<file path="src/rtl/qos_vc_arbiter.sv">
// qos_vc_arbiter: weighted round-robin consumer of four VC FIFOs.
// The arbiter pops one non-empty VC per cycle. The popped word is registered and then
// pushed to one of four destination FIFOs, picked by the word's two MSBs.
// Pops stop while any destination FIFO reports almost_full.
module qos_vc_arbiter #(
    parameter int DATA_W = 12,
    parameter int NUM_VC = 4,
    parameter int W_BITS = 4
) (
    input  logic                       clk,
    input  logic                       reset,
    input  logic [NUM_VC-1:0]          vc_empty,
    input  logic [NUM_VC*DATA_W-1:0]   vc_data,
    input  logic [NUM_VC*W_BITS-1:0]   weights,
    input  logic [NUM_VC-1:0]          out_almost_full,
    output logic [NUM_VC-1:0]          vc_pop,
    output logic [NUM_VC-1:0]          out_push,
    output logic [DATA_W-1:0]          out_data,
    output logic                       idle
);

    // Arbitration state: current VC pointer and number of services granted to it.
    logic [1:0]        cur;
    logic [W_BITS-1:0] cnt;
    logic [1:0]        cur_nxt;
    logic [W_BITS-1:0] cnt_nxt;

    // Decision results for this cycle.
    logic              stall;
    logic [1:0]        pick;
    logic              pick_vld;
    logic              found;
    logic [1:0]        cand;

    // Pipeline: stage 1 holds the popped index, stage 2 holds the captured word.
    logic [1:0]        sel_p1;
    logic              vld_p1;
    logic              vld_p2;

    // A weight field of zero grants one service, the same as a weight of one.
    function automatic logic [W_BITS-1:0] eff_weight(
        input logic [NUM_VC*W_BITS-1:0] wv,
        input logic [1:0]               idx
    );
        logic [W_BITS-1:0] w;
        w = wv[idx*W_BITS +: W_BITS];
        return (w == '0) ? W_BITS'(1) : w;
    endfunction

    function automatic logic [NUM_VC-1:0] onehot(input logic [1:0] idx);
        logic [NUM_VC-1:0] r;
        r      = '0;
        r[idx] = 1'b1;
        return r;
    endfunction

    // Weighted round-robin decision. The search wraps all the way back to cur, so that a
    // lone non-empty VC is granted again and its count restarts at 1.
    always_comb begin
        stall    = |out_almost_full;
        pick     = cur;
        pick_vld = 1'b0;
        cur_nxt  = cur;
        cnt_nxt  = cnt;
        found    = 1'b0;
        cand     = cur;
        if (!stall) begin
            if (!vc_empty[cur] && (cnt < eff_weight(weights, cur))) begin
                pick_vld = 1'b1;
                cnt_nxt  = cnt + W_BITS'(1);
            end else begin
                cnt_nxt = '0;
                for (int k = 1; k <= 4; k++) begin
                    cand = cur + 2'(k);
                    if (!found && !vc_empty[cand]) begin
                        found = 1'b1;
                        pick  = cand;
                    end
                end
                if (found) begin
                    pick_vld = 1'b1;
                    cur_nxt  = pick;
                    cnt_nxt  = W_BITS'(1);
                end
            end
        end
    end

    // Pop strobe; forced low while reset is held so that nothing leaves a VC FIFO.
    always_comb begin
        vc_pop = '0;
        if (pick_vld && !reset) begin
            vc_pop = onehot(pick);
        end
    end

    // Arbitration state register.
    always_ff @(posedge clk) begin
        if (reset) begin
            cur <= '0;
            cnt <= '0;
        end else begin
            cur <= cur_nxt;
            cnt <= cnt_nxt;
        end
    end

    // Stage 1: remember which VC was popped; its word appears on vc_data next cycle.
    always_ff @(posedge clk) begin
        if (reset) begin
            vld_p1 <= 1'b0;
        end else begin
            vld_p1 <= |vc_pop;
        end
        sel_p1 <= pick;
    end

    // Stage 2: capture the popped word. out_data holds its value between pushes.
    always_ff @(posedge clk) begin
        if (reset) begin
            vld_p2   <= 1'b0;
            out_data <= '0;
        end else begin
            vld_p2 <= vld_p1;
            if (vld_p1) begin
                out_data <= vc_data[sel_p1*DATA_W +: DATA_W];
            end
        end
    end

    // Route the captured word by its two MSBs.
    always_comb begin
        out_push = '0;
        if (vld_p2) begin
            out_push = onehot(out_data[DATA_W-1 -: 2]);
        end
    end

    // Idle flag: no data is waiting in any VC and no word is in flight.
    always_ff @(posedge clk) begin
        if (reset) begin
            idle <= 1'b1;
        end else begin
            idle <= (&vc_empty) & ~vld_p1 & ~vld_p2 & ~(|vc_pop);
        end
    end

endmodule

</file>
<file path="config.mk">
export PLATFORM = sky130hd
export DESIGN_NAME = qos_vc_arbiter
export DESIGN_NICKNAME = d
export VERILOG_FILES = /design/src/rtl/qos_vc_arbiter.sv
export SDC_FILE = /design/constraint.sdc
export NUM_CORES = 1
export LEC_CHECK = 0
export CELL_PAD_IN_SITES_DETAIL_PLACEMENT = 1
export CELL_PAD_IN_SITES_GLOBAL_PLACEMENT = 2
export CORE_MARGIN = 10
export CORE_UTILIZATION = 19
export CTS_BUF_LIST = sky130_fd_sc_hd__clkbuf_16
export DETAILED_ROUTE_END_ITERATION = 8
export HOLD_SLACK_MARGIN = 0.03
export PLACE_DENSITY = 0.73
export SETUP_SLACK_MARGIN = 0.02
export SYNTH_ARGS = -nofsm -noshare
export SYNTH_HDL_FRONTEND = slang
export SYNTH_SLANG_ARGS = --single-unit
export TNS_END_PERCENT = 20
</file>
<file path="constraint.sdc">
create_clock -name clk -period 2.7 [get_ports clk]
set_input_delay 0.27 -clock clk [delete_from_list [all_inputs] [get_ports clk]]
set_output_delay 0.27 -clock clk [all_outputs]
set_load 0.01 [all_outputs]
</file>
==> metrics.txt, run 1 <==
Worst path slowest cell=mux4_2; Commonest cells post-synth=dfxtp_1 (23), nor2_1 (20), mux4_2 (19), mux2i_1 (13), nand2_1 (11); Die Wd=around 110 µm; Post-DP Area=just under 0.003 mm²; kind of critical path=register to output pin; Synth area leader=dfxtp_1; Ant. Diodes=0; top_reg_cell synth=dfxtp_1; routed length per instance=17.42 µm; synth unique cells=39; vias in the first global route=roughly 1,900; worst slew pin tran=0.7783 ns; Worst EP arrival=2.74 ns; Vias/cell=between 4 and 5; critical path's largest stage delay=around 0.55 ns; post-synth top area share=27.04%; WP data required=around 2.4 ns; Core Area=0.008721 mm²; number of synthesized flops with an enable pin=0; setup ws final=-0.3097 ns; fmax=around 330 MHz; 1st-pass router iterations=4; crit path max fanout=7; DR vias=around 1,800; Ports=95; Final Cycle Share=111.5%; row count=34; Seq/Total Area, Yosys=between 20% and 30%; WL final=around 6800 µm; setup_tns=-1.093 ns; Max Slew Vio Count=0; initial antenna violation count=0; failing checks=negative setup slack; CTS clk-pin slew, worst paths=roughly 0.060 ns; flops & latches, synth=23; total CTS buffers=3; Final Non-Filler Cells=390; skew final=0.001505 ns; GRT overflow=0; cell with the most instances after synthesis=dfxtp_1; RD Place Congestion=0.7115; synthesis warning total=0; final worst path period need=about 3 ns; hold slack=a little under 0.5 ns; Pleak=1.083 nW; RSZ-0062 raised after global routing=yes; Hold Path Class=register to register; share of layout cells above drive strength 1=approximately a quarter; setup violators final=4; maximum level of the CTS H-tree=1; crit path cell chain=mux4_2 -> inv_2 -> ha_4 -> o211ai_1 -> a21oi_2 -> a21oi_4 -> buf_6 -> or4_4 -> a31oi_4 -> buf_6; clock root cell=clkbuf_16; initial drt markers=57; max cap viols=0; crit start category=register; post-layout total power=between 0.9 and 1 mW; Synth Cell Area=0.001703 mm²; fraction of registers with async set/reset=0%; Worst-Skew Late Latency=between 0.2 and 0.3 ns; GRT Resource Usage Total=about a tenth; PwrDens=between 200 and 300 mW/mm²; number of buffers added on ports=94; largest net degree at the start of global routing=22; Gate Count Post-Synth=170; DP HPWL=~5600 µm; Die Span Y=~110 µm; first-pass GRT wire length=roughly 11,000 µm; CP Capture Type=output pin; outcome=finished, violations left; Final #Nets=~360; VDD IR max=approximately 0.21 mV; Final Hold Fails=0; area grow syn2layout=80.60%; TritonCTS Sinks=23; Mapped Nets=248; post-placement cell count=between 300 and 400; Max clock buf depth=2; Synth area leaders=dfxtp_1 (27%), mux4_2 (25%), mux2i_1 (7.6%); post-route cell area=0.003075 mm²; Die ar.=between 0.01 and 0.015 mm²; post-route antenna net violation count=0; Synth Area per Inst=10.02 µm²; initial core utilization=roughly a fifth; cell repeated most along the worst path=buf_6; headroom to the max-slew limit=48.04%; drc violations=0; CTS tree=built
-- sequential cells by signal (all words and copies together) (netlist names) --
signal	flops
idle	1
sel_p1	2
vld_p2	1
cur	2
cnt	4
vld_p1	1
out_data	12
-- cell type report --
class / instances / area, µm²
clock buffer: 3 / 75.07
clock inverter: 1 / 3.754
fill: 976 / 5645
inverter: 5 / 18.77
multi-input combinational: 129 / 1227
sequential: 23 / 464.2
tap: 108 / 135.1
timing repair buffer: 121 / 1151
-- worst max-delay path: cells and delay by family, from the launching register on --
family,cells,cell delay [ns]
fa+ha+maj,1,0.13
mux,1,0.55
buf+inv,3,0.34
compound gates,4,0.55
flops,1,0.38
simple gates,1,0.52
-- cell usage in the layout (no fill, tap or decap), types with 3 or more instances in the layout --
cell              n
buf_6             6
mux4_2           19
clkdlybuf4s50_1  90
mux2i_1          13
o211ai_1          5
nand2b_1          4
inv_1             4
nand2_1          11
a211o_1           4
a21oi_1           8
buf_4            23
nor2_1           19
dfxtp_1          22
o21ai_0           3
nor2b_1           5
clkbuf_16         3
-- path summary, 6_finish.rpt --
kind | start | to | slack, ns | depth (start not counted)
hold / removal | out_data[2]$_SDFFE_PP0P_ | out_data[2]$_SDFFE_PP0P_ | 0.49 | 2
hold reg to reg | out_data[2]$_SDFFE_PP0P_ | out_data[2]$_SDFFE_PP0P_ | 0.49 | 2
setup reg to reg | cur[0]$_SDFFE_PP0P_ | cur[1]$_SDFFE_PP0P_ | 0.20 | 8
setup / recovery | cur[0]$_SDFFE_PP0P_ | vc_pop[3] | -0.31 | 10
-- metal layers --
layer	share of wire, %	routed length [µm]	vias up	GRT usage (%)
li1	-	-	868	-
met1	39	2647	897	11.94
met2	58	3909	20	18.46
met3	2.8	190	4	1.834
met4	0.68	46	0	1.587
met5	0	0	-	0
-- cell families after synthesis --
logic type / share of synthesized area [%]
AOI/OAI and AO/OA: 12.05
xor gates and xnor gates: 0.5144
adders and majority gates: 2.939
buffers and inverters: 4.923
DFF: 27.04
muxes: 33.43
and+or+nand+nor: 19.10
-- power by group --
part           switching (mW)  internal (mW)
clock                   0.119          0.198
combinational          0.0802          0.175
sequential            0.00639          0.344
-- metrics by stage --
stage,util (%),worst slack [ns]
after floorplan,-,0.02171
after global placement,33.31,-0.7511
after detailed placement,33.31,-0.7798
after CTS,34.81,-0.3475
after global routing,35.27,-0.4093
final,35.27,-0.3097
-- timing repair --
action                                  4_1_cts  5_1_grt
pin swaps                                     7        5
buffers inserted                              3        1
endpoints found under the setup margin        4        4
hold buffers                                  0        0
gates resized for setup                      28        7
(Power assumes the default switching activity.)
==> inputs of run 2 (changes only) <==
CAP_MARGIN = 20   (was not set)
PLACE_DENSITY = 0.84   (was 0.73)
==> metrics.txt, run 2 (synthesized netlist as in run 1, its figures left out) <==
PwrDens=slightly above 300 mW/mm²; number of buffers added on ports=between 90 and 100; Top Registers=out_data x12, cnt x4; GR met3 Demand/Resource=around 1.8%; Worst EP arrival=around 2.6 ns; initial antenna violation count=0; Ports=95; crit path max fanout=7; area grow syn2layout=80.16%; setup ws final=-0.2090 ns; 1st-pass router iterations=4; initial drt markers=42; fin util=approximately a third; most common cell after layout, fill and taps aside=clkdlybuf4s50_1; CP Capture Type=output pin; Vias/cell=4.606; Crit path buffers/inverters=2; post-placement cell count=roughly 380; outcome=finished, violations left; share of layout cells above drive strength 1=between 20% and 30%; flip-flop count of the largest register after layout=12; gr busiest metal=met2; RSZ-0062 raised after global routing=yes; commonest cells after routing, fill and taps aside=clkdlybuf4s50_1 (90), buf_4 (24), dfxtp_1 (22), mux4_2 (19), nor2_1 (19); max cap viols=0; Final #Nets=359; worst slew pin tran=0.7936 ns; Die Wd=between 100 and 150 µm; GRT Resource Usage Total=about a tenth; Max clock buf depth=2; WP data required=2.43 ns; drc violations=0; kind of critical path=register to output pin; Die ar.=roughly 0.013 mm²; fmax=343.8 MHz; maximum level of the CTS H-tree=1; CTS clk-pin slew, worst paths=roughly 0.06 ns; post-route antenna net violation count=0; post-layout total power=approximately 0.9 mW; WL final=between 6000 and 7000 µm; Final Hold Fails=0; Worst-Skew Late Latency=0.26 ns; DR vias=1,787; final worst path period need=roughly 2.9 ns; clock root cell=clkbuf_16; critical path's top delay family=compound AO/OA/AOI/OAI gates; Max Slew Vio Count=0; Worst R2R Setup Slack=0.21 ns; RD Place Congestion=approximately 0.74; row count=34; Hold Path Class=register to register; CTS tree=built; initial core utilization=19.53%; met1 GRT Util=10.31%; skew final=just under 0.008 ns; routed length per instance=between 15 and 20 µm; setup violators final=4; Pleak=around 1.1 nW; DP HPWL=5724 µm; VDD IR max=0.1667 mV; first-pass GRT wire length=roughly 11,000 µm; vias in the first global route=2,044; Worst path slowest cell=mux4_2; Top reg by flops=out_data; Core Area=0.008721 mm²; failing checks=negative setup slack; largest net degree at the start of global routing=22; Final Cycle Share=107.7%; headroom to the max-slew limit=47.02%; critical path's largest stage delay=about 0.54 ns; total CTS buffers=3; TritonCTS Sinks=23; fillers=just under 1,000; Ant. Diodes=0; crit path cell chain=mux4_2 -> inv_2 -> ha_4 -> o211ai_1 -> a21oi_2 -> a21oi_4 -> or4b_4 -> a31oi_4 -> buf_6; Die Span Y=114.7 µm; hold slack=0.4935 ns; Final Non-Filler Cells=388; crit start category=register; GRT overflow=0; routing usage on met2=20.39%
run 2: where the power goes:
group / switching (mW) / internal [mW] / leakage (nW)
clock: 0.126 / 0.199 / 0.0409
combinational: 0.0804 / 0.170 / 0.848
sequential: 0.00654 / 0.344 / 0.187
run 2: cell type report:
cell class / count / area [µm²] / share of cell area, %
inverters: 5 / 18.77 / 0.6117
well taps: 108 / 135.1 / 4.405
clock inverters: 1 / 5.005 / 0.1631
flip-flops and latches: 23 / 464.2 / 15.13
repair buffers: 119 / 1125 / 36.66
multi-input cells: 129 / 1245 / 40.58
clock buffers: 3 / 75.07 / 2.447
run 2: per-layer routing:
layer	routed length, µm	share of wire, %
met1	2405	35
met2	4202	61
met3	166	2.4
met4	70	1.0
met5	0	0
run 2: worst paths after layout:
check / cells after the start / startpoint / to
worst max-delay path: 9 / cur[0]$_SDFFE_PP0P_ / vc_pop[3]
worst min-delay path: 2 / out_data[3]$_SDFFE_PP0P_ / out_data[3]$_SDFFE_PP0P_
worst max register to register: 10 / cur[0]$_SDFFE_PP0P_ / cur[0]$_SDFFE_PP0P_
worst min register to register: 2 / out_data[3]$_SDFFE_PP0P_ / out_data[3]$_SDFFE_PP0P_
run 2: metrics by stage:
step / instance area, µm² / setup WS (ns) / setup TNS [ns]
floorplan: 1722 / 0.02171 / 0
global route: 3068 / -0.3265 / -1.231
CTS: 3009 / -0.2233 / -0.8159
global placement: 2898 / -0.7554 / -2.831
finish: 3068 / -0.2090 / -0.6607
detailed placement: 2898 / -0.7715 / -3.006
run 2: worst register-to-register path, cell delays in order, from the launching register on:
cell,delay [ns]
dfxtp_4,0.39
mux4_2,0.54
inv_2,0.09
ha_4,0.14
o211ai_1,0.10
a21oi_2,0.17
a21oi_4,0.11
buf_6,0.14
buf_4,0.13
nor3_2,0.22
mux2_2,0.36
run 2: repair_timing:
action / in CTS / in global routing
endpoints found under the setup margin: 5 / 5
hold buffers: 0 / 0
hold endpoints to repair: 0 / 0
pin swaps: 7 / 4
resized for setup: 26 / 10
buffers inserted: 2 / 1
